### config.mk
export PLATFORM = sky130hd
export DESIGN_NAME = dm_resp_flat
export DESIGN_NICKNAME = d
export VERILOG_FILES = /design/src/rtl/dm_resp_if.sv /design/src/rtl/dm_resp.sv /design/src/flat_wrapper.sv
export SDC_FILE = /design/constraint.sdc
export NUM_CORES = 2
export LEC_CHECK = 0
export CORE_MARGIN = 5
export CORE_UTILIZATION = 45
export CTS_CLUSTER_DIAMETER = 60
export DETAILED_ROUTE_END_ITERATION = 10
export DONT_BUFFER_PORTS = 1
export HOLD_SLACK_MARGIN = 0.05
export SYNTH_ARGS = -nofsm -noshare
export SYNTH_HDL_FRONTEND = slang
export SYNTH_SLANG_ARGS = --single-unit
### constraint.sdc
create_clock -name clk -period 8.2 [get_ports clk]
set_input_delay 0.41 -clock clk [delete_from_list [all_inputs] [get_ports clk]]
set_output_delay 0.41 -clock clk [all_outputs]
set_load 0.01 [all_outputs]
### src/rtl/dm_resp_if.sv
// MEM-stage data-memory request/response bundle between the pipeline (master)
// and the data-memory responder (slave).
interface dm_resp_if #(
    parameter int unsigned DATA_W = 16,
    parameter int unsigned ADDR_W = 16
);
    logic [ADDR_W-1:0] addr;
    logic              re;
    logic              we;
    logic [DATA_W-1:0] wr_data;
    logic [DATA_W-1:0] rd_data;
    logic              rd_valid;
    logic              busy;
    logic              err;

    modport master (
        output addr, re, we, wr_data,
        input  rd_data, rd_valid, busy, err
    );

    modport slave (
        input  addr, re, we, wr_data,
        output rd_data, rd_valid, busy, err
    );
endinterface

### src/rtl/dm_resp.sv
// Data-memory responder: multi-cycle read pipeline, posted one-entry write buffer
// with read-after-write forwarding. Define DM_RESET_CLEAR_EN for a post-reset zero sweep.
module dm_resp #(
    parameter int unsigned DATA_W = 16,
    parameter int unsigned ADDR_W = 16,
    parameter int unsigned DEPTH  = 256,
    parameter int unsigned RD_LAT = 2
) (
    input  logic      clk,
    input  logic      rst,
    dm_resp_if.slave  dm
);
    localparam int unsigned IDX_W = (DEPTH > 1) ? $clog2(DEPTH) : 1;

`ifdef DM_RESET_CLEAR_EN
    typedef enum logic [1:0] {IDLE, RD_WAIT, CLEAR} state_t;
`else
    typedef enum logic [1:0] {IDLE, RD_WAIT} state_t;
`endif

    state_t state, state_nx;

    logic [DATA_W-1:0] mem [DEPTH];
    logic [3:0]        lat_cnt;
    logic [DATA_W-1:0] snap;
    logic              wb_valid;
    logic [IDX_W-1:0]  wb_idx;
    logic [DATA_W-1:0] wb_data;
`ifdef DM_RESET_CLEAR_EN
    logic [IDX_W-1:0]  clr_cnt;
`endif

    logic              busy;
    logic              mem_we;
    logic [IDX_W-1:0]  mem_widx;
    logic [DATA_W-1:0] mem_wdata;

    logic [IDX_W-1:0]  idx;
    logic              oor;
    logic              req_rd;
    logic              req_wr;
    logic              req_both;
    logic [DATA_W-1:0] rd_value;

    // Upper address bits nonzero means out of range; the index never aliases.
    assign idx      = dm.addr[IDX_W-1:0];
    assign oor      = (dm.addr >> IDX_W) != '0;
    assign req_rd   = dm.re && !dm.we && !busy;
    assign req_wr   = dm.we && !dm.re && !busy;
    assign req_both = dm.re && dm.we && !busy;
    assign rd_value = oor ? '0 :
                      (wb_valid && wb_idx == idx) ? wb_data : mem[idx];
    assign dm.busy  = busy;

    always_ff @(posedge clk) begin
        if (rst) begin
`ifdef DM_RESET_CLEAR_EN
            state <= CLEAR;
`else
            state <= IDLE;
`endif
        end else begin
            state <= state_nx;
        end
    end

    always_comb begin
        state_nx = state;
        case (state)
            IDLE:    if (req_rd && RD_LAT > 1) state_nx = RD_WAIT;
            RD_WAIT: if (lat_cnt == 4'd1) state_nx = IDLE;
`ifdef DM_RESET_CLEAR_EN
            CLEAR:   if (clr_cnt == IDX_W'(DEPTH - 1)) state_nx = IDLE;
`endif
            default: state_nx = IDLE;
        endcase
    end

    // The buffer owns the write port except during the sweep; nothing commits under rst.
    always_comb begin
        busy      = (state == RD_WAIT);
        mem_we    = wb_valid && !rst;
        mem_widx  = wb_idx;
        mem_wdata = wb_data;
`ifdef DM_RESET_CLEAR_EN
        if (state == CLEAR) begin
            busy      = !rst;
            mem_we    = !rst;
            mem_widx  = clr_cnt;
            mem_wdata = '0;
        end
`endif
    end

    always_ff @(posedge clk) begin
        if (mem_we) mem[mem_widx] <= mem_wdata;
    end

    always_ff @(posedge clk) begin
        if (rst) begin
            dm.rd_data  <= '0;
            dm.rd_valid <= 1'b0;
            dm.err      <= 1'b0;
            lat_cnt     <= '0;
            snap        <= '0;
            wb_valid    <= 1'b0;
            wb_idx      <= '0;
            wb_data     <= '0;
`ifdef DM_RESET_CLEAR_EN
            clr_cnt     <= '0;
`endif
        end else begin
            dm.rd_valid <= 1'b0;
            dm.err      <= req_both || ((req_rd || req_wr) && oor);

            // The old entry commits this edge regardless; a new write simply refills it.
            if (req_wr && !oor) begin
                wb_valid <= 1'b1;
                wb_idx   <= idx;
                wb_data  <= dm.wr_data;
            end else begin
                wb_valid <= 1'b0;
            end

            if (req_rd) begin
                snap <= rd_value;
                if (RD_LAT == 1) begin
                    dm.rd_valid <= 1'b1;
                    dm.rd_data  <= rd_value;
                end else begin
                    lat_cnt <= 4'(RD_LAT - 1);
                end
            end

            if (state == RD_WAIT) begin
                lat_cnt <= lat_cnt - 4'd1;
                if (lat_cnt == 4'd1) begin
                    dm.rd_valid <= 1'b1;
                    dm.rd_data  <= snap;
                end
            end

`ifdef DM_RESET_CLEAR_EN
            if (state == CLEAR) clr_cnt <= clr_cnt + 1'b1;
`endif
        end
    end
endmodule
### src/flat_wrapper.sv
// flat-port wrapper written by rule: the top's interface ports become plain ports
module dm_resp_flat 
#(
    parameter int unsigned DATA_W = 16,
    parameter int unsigned ADDR_W = 16,
    parameter int unsigned DEPTH  = 256,
    parameter int unsigned RD_LAT = 2
)
  (clk, rst, dm_addr, dm_re, dm_we, dm_wr_data, dm_rd_data, dm_rd_valid, dm_busy, dm_err);
  dm_resp_if #(.DATA_W(DATA_W), .ADDR_W(ADDR_W)) dm_i ();
  input  logic clk;
  input  logic rst;
  input wire logic [$bits(dm_i.addr)-1:0] dm_addr;
  input wire logic [$bits(dm_i.re)-1:0] dm_re;
  input wire logic [$bits(dm_i.we)-1:0] dm_we;
  input wire logic [$bits(dm_i.wr_data)-1:0] dm_wr_data;
  output wire logic [$bits(dm_i.rd_data)-1:0] dm_rd_data;
  output wire logic [$bits(dm_i.rd_valid)-1:0] dm_rd_valid;
  output wire logic [$bits(dm_i.busy)-1:0] dm_busy;
  output wire logic [$bits(dm_i.err)-1:0] dm_err;
  assign dm_i.addr = dm_addr;
  assign dm_i.re = dm_re;
  assign dm_i.we = dm_we;
  assign dm_i.wr_data = dm_wr_data;
  assign dm_rd_data = dm_i.rd_data;
  assign dm_rd_valid = dm_i.rd_valid;
  assign dm_busy = dm_i.busy;
  assign dm_err = dm_i.err;
  dm_resp #(.DATA_W(DATA_W), .ADDR_W(ADDR_W), .DEPTH(DEPTH), .RD_LAT(RD_LAT)) u_core (.clk(clk), .rst(rst), .dm(dm_i));
endmodule
Yosys cells after proc, flatten, opt, wreduce, memory -nomap -nowiden. Memories as Yosys holds them, arrays and structs flattened. Index checks and enable logic that the tools add are counted.

Logic and storage cells: 51. Memories kept: 1. Bits of input ports: 36. Output and inout port bits: 19. Memory bits (writable): 4096. Bits in registers: 65.

Memory list: u_core.mem (depth 256, width 16, read ports 1, clocked after memory_dff 0, wr ports 1, line dm_resp.sv:23) `logic [DATA_W-1:0] mem [DEPTH];`.

Equal/unequal tests: 5. Add/subtract/negate cells: 1. Mux-type cells: 11. Bitwise operators: 1. Reductions and logical operators: 23.

Operator list (number): two-way mux 16 bit (2); nonzero test 16 bit (1); logical AND 1 bit (10); == test 8 bit (1); two-way mux 4 bit (2); logical NOT 1 bit (5); == test 4 x 1 -> 1 bit, second input constant (1); two-way mux 1 bit (4); two-way mux 2 bit (2); one-hot mux 2 bit (2 select lines) (1); AND reduction 2 bit (2); subtractor 4 x 1 -> 4 bit, second input constant (1); == test 2 x 1 -> 1 bit, second input constant (1); logical NOT 2 bit (1); logical OR 1 bit (2); inequality test 2 x 1 -> 1 bit, second input constant (1); inequality test 2 bit, second input constant (1); nonzero test 2 bit (1); OR reduction 2 bit (1); NOT 1 bit (1).

Depth between registers and ports, before layout.
Word-level depth: 6. Mapped depth: 13. Depth with buffers taken out: 7.

Worst setup path after synthesis. Ideal clock, no wire load.

Path type: register to register. Start point: reg u_core.wb_data[2], in the netlist u_core.mem_wdata[2]. End point: mem u_core.mem[0][2] (data pin). Slack: 3.928 ns. Cell stages (with the launch flop): 1. Data required time: 7.341 ns. Data arrival time: 3.413 ns. Period minus slack after synthesis: 4.272 ns. Buffers on the path: 0. Setup time: 0.859 ns. Cells stage by stage: dfxtp_1.

RTL lines: start, declared (line dm_resp.sv:28) `logic [DATA_W-1:0] wb_data;`; start signal, assigned (line dm_resp.sv:120) `wb_data <= dm.wr_data;`; end, declared (line dm_resp.sv:23).

No word-level cell before the write port.

Worst setup path in the final report.
Start point: in dm_addr[1]. End point: reg u_core.snap[6].

Cells in the longest elaborated chain, start to end: 4. Elaborated cells on any way between the ends: 5. Classes of those cells: eq/ne: 1; mux: 2; reduce/logical: 1; memory: 1.

RTL lines: start, declared (line flat_wrapper.sv:13) `input wire logic [$bits(dm_i.addr)-1:0] dm_addr;`; parallel branches: the longest is 2 deep, another holds memory read (256 x 16 bit); two-way mux 16 bit * (line dm_resp.sv:52) `(wb_valid && wb_idx == idx) ? wb_data : mem[idx];`; two-way mux 16 bit * (line dm_resp.sv:51) `assign rd_value = oor ? '0 :`; end signal, assigned (line dm_resp.sv:126) `snap <= rd_value;`; end, declared (line dm_resp.sv:25) `logic [DATA_W-1:0] snap;`.

Mark *: on every way between the ends. A chain may end at the register's enable or synchronous reset.

==> results.tsv <==
metric	value	unit
Detailed Route Iter0 Violations	9918	
clock buffer count from CTS	418	
reg-to-reg slack, setup	4.31	ns
Cell variety after synth	60	
Nets	8082	
RSZ-0062 raised after global routing	no	
largest family of logic cells by synthesized area	multiplexers	
Post-synth EDFFs	4096	
DRT Wirelength	423	mm
cell area after synthesis	160000	um2
initial core utilization	45.2	%
core area	353000	um2
cts repair resizes	0	
Gate Count Post-Synth	7691	
Synth Area in Compound Gates	3.16	%
WS Path Type	in -> reg	
die height	606	um
#FFs+latches synth	4160	
period utilization	65.8	%
Synth Area in Adders	0.0157	%
CP Launch Type	primary input	
reg2reg path depth	4	
Final Hold Fails	0	
CTS tree	built	
Setup Viol. Count Final	0	
Synth top cells by count	edfxtp_1 (4096), mux4_2 (731), mux2i_1 (694), a22oi_1 (385), nor2_1 (316)	
first-pass GRT wire length	600	mm
largest net degree at the start of global routing	506	
Critical Path Start	dm_addr[1]	
remaining antenna violation count after routing	0	
Mapped Nets	7729	
DRC viols	0	
reg2reg start	u_core.mem_widx[3]	
Die Wd	606	um
Synth top area share	77.0	%
pins over their slew limit	22	
Seq/Total Area, Yosys	77.8	%
Clk pin slew, worst setup/hold paths	0.06	ns
outcome	finished, violations left	
top-count cell post-synth	edfxtp_1	
CP arrival	6.27	ns
Critical Path RT	9.07	ns
slew of the pin with the lowest slew margin	1.51	ns
CP max FO	215	
maximum clock path buffer count	4	
drt via density	6.09	
pwr dens	235	nW/um2
routed len/inst	32.2	um
Slew HR	-0.681	%
Worst-Skew Late Latency	0.95	ns
WHS Endpoint	u_core.mem_wdata[3]	
vias in the first global route	78800	
syn avg cell area	20.8	um2
Worst Hold Depth	3	
port bufs	0	
# clock sinks	4160	
routed vias	80000	
post-DP HPWL	234	mm
Synth area leaders	edfxtp_1 (77%), mux4_2 (10%), mux2i_1 (4.4%)	
router iterations before antenna repair	6	
IO Pins	55	
post-synthesis xor/xnor area fraction	0.0494	%
yosys warns	0	
Post-Synth Simple-Gate Area	2.65	%
top_reg_cell synth	edfxtp_1	
CP Capture Type	flop	
routability congestion estimate	0.833	
Die ar.	367000	um2
Core Rows	218	
clk_skew	0.0467	ns
Hold Startpoint	dm_wr_data[3]	
Hold Crit Class	in -> reg	
GRT Resource Usage Total	22.7	%
Achievable Freq	185	MHz
htree depth	5	
leading area contributor after synthesis	edfxtp_1	
share of post-route cells with drive strength above 1	21.2	%
Inst Count DP	12300	
Max Cap Violations	0	
CTS root buffer	clkbuf_16	
Reg-to-Reg End	u_core.mem[10][10]	
final cell count without fillers	13100	
setup TNS	0	ns
initial antenna violation count	21	
total gr overflow	0	
area delta synth->final	13.0	%
multiplexer area fraction after synthesis	14.7	%
worst vdd ir	0.000181	V
fin crit period	5.40	ns
leak pwr	0.0471	uW
Post-synth ARST share	0	%
failing checks	slew limit	
## report_power, final
group | internal [uW] | switching, uW | leakage [uW]
clock network | 10700 | 7930 | 0.00649
registers | 23000 | 5.48 | 0.0288
logic | 316 | 563 | 0.0118
## what timing repair did
item,CTS,global route
hold buffers,51,1
setup buffers,0,0
endpoints found under the setup margin,0,0
hold endpoints to repair,57,14
## worst max-delay path, stage by stage
cell and delay (ns):
buf_16 0.83, buf_16 0.61, buf_16 0.58, nand2b_4 0.78, buf_4 0.69, nor3_1 0.23, nor3_1 0.79, a31oi_1 0.31
o21ai_1 0.20
## cells in the final DEF, fill, tap and decap left out, types with 17 or more instances in the layout
cell type and count:
edfxtp_1 4096, mux4_2 731, mux2i_1 694, clkbuf_16 428
a22oi_1 385, buf_4 330, nor2_1 292, nor3_1 155
nand2_1 148, o22ai_1 140, clkinv_1 86, a21oi_1 85
clkbuf_1 83, clkinv_2 75, nand4_1 74, dlygate4sd3_1 51
dfxtp_1 48, bufinv_16 33, nand3_1 29, nor2b_1 26
nor2_2 23, o21ai_0 23, a31oi_1 23, clkinvlp_4 21
buf_16 18, nor4_1 17, or4_1 17
## routing by layer
metal | share of wire [%] | wire [um] | GRT usage, % | vias to the layer above
met2 | 47 | 201000 | 35.5 | 3799
met3 | 8.5 | 35900 | 4.07 | 643
li1 | - | - | - | 32800
met5 | 0.0031 | 13 | 0 | -
met4 | 3.4 | 14400 | 6.91 | 2
met1 | 41 | 172000 | 32.7 | 42700
## worst max-delay path by stage
stage / end / depth (start not counted) / slack (ns)
2_1_floorplan: u_core.mem[0][2] / 0 / 3.93
3_3_place_gp: u_core.snap[4] / 11 / 2.04
3_5_place_dp: u_core.snap[6] / 11 / 2.25
4_1_cts: u_core.snap[5] / 11 / 3.25
5_1_grt: u_core.snap[6] / 11 / 2.69
6_report: u_core.snap[6] / 9 / 2.80
## cell families after synthesis
group	after synthesis
adder cells (fa/ha/maj)	2
AND/OR/NAND/NOR	885
XOR/XNOR	9
AO/OA/AOI/OAI	731
buffers and inverters	477
flip-flops	4160
multiplexers	1427
## state kept, by name, summed over array words and instances, names as in the netlist
register / cells
u_core.dm.rd_data: 16
u_core.state: 1
u_core.lat_cnt: 4
u_core.mem_wdata: 16
u_core.dm.rd_valid: 1
u_core.dm.err: 1
u_core.mem_widx: 8
u_core.wb_valid: 1
u_core.snap: 16
u_core.mem: 4096
## stage by stage
step	setup slack, ns	hold slack [ns]	instance area [um2]	power (uW)	utilization [%]
after floorplan	3.93	0.432	160000	24100	-
after global placement	2.04	0.476	166000	24200	47.1
after detailed placement	2.25	0.477	166000	24200	47.2
after CTS	3.25	0.0661	180000	42700	51.1
after global routing	2.69	0.155	180000	43700	51.1
final	2.80	0.155	180000	42500	51.1
## cell type report
class | instances | area, um2
clock buffers | 521 | 11200
well taps | 4730 | 5920
inverters | 3 | 11.3
fillers | 27700 | 173000
diodes | 16 | 40.0
flip-flops and latches | 4160 | 124000
multi-input cells | 3054 | 33200
repair buffers | 407 | 3640
clock inverters | 242 | 2160
Note: power is estimated with default switching activity, not from simulation.
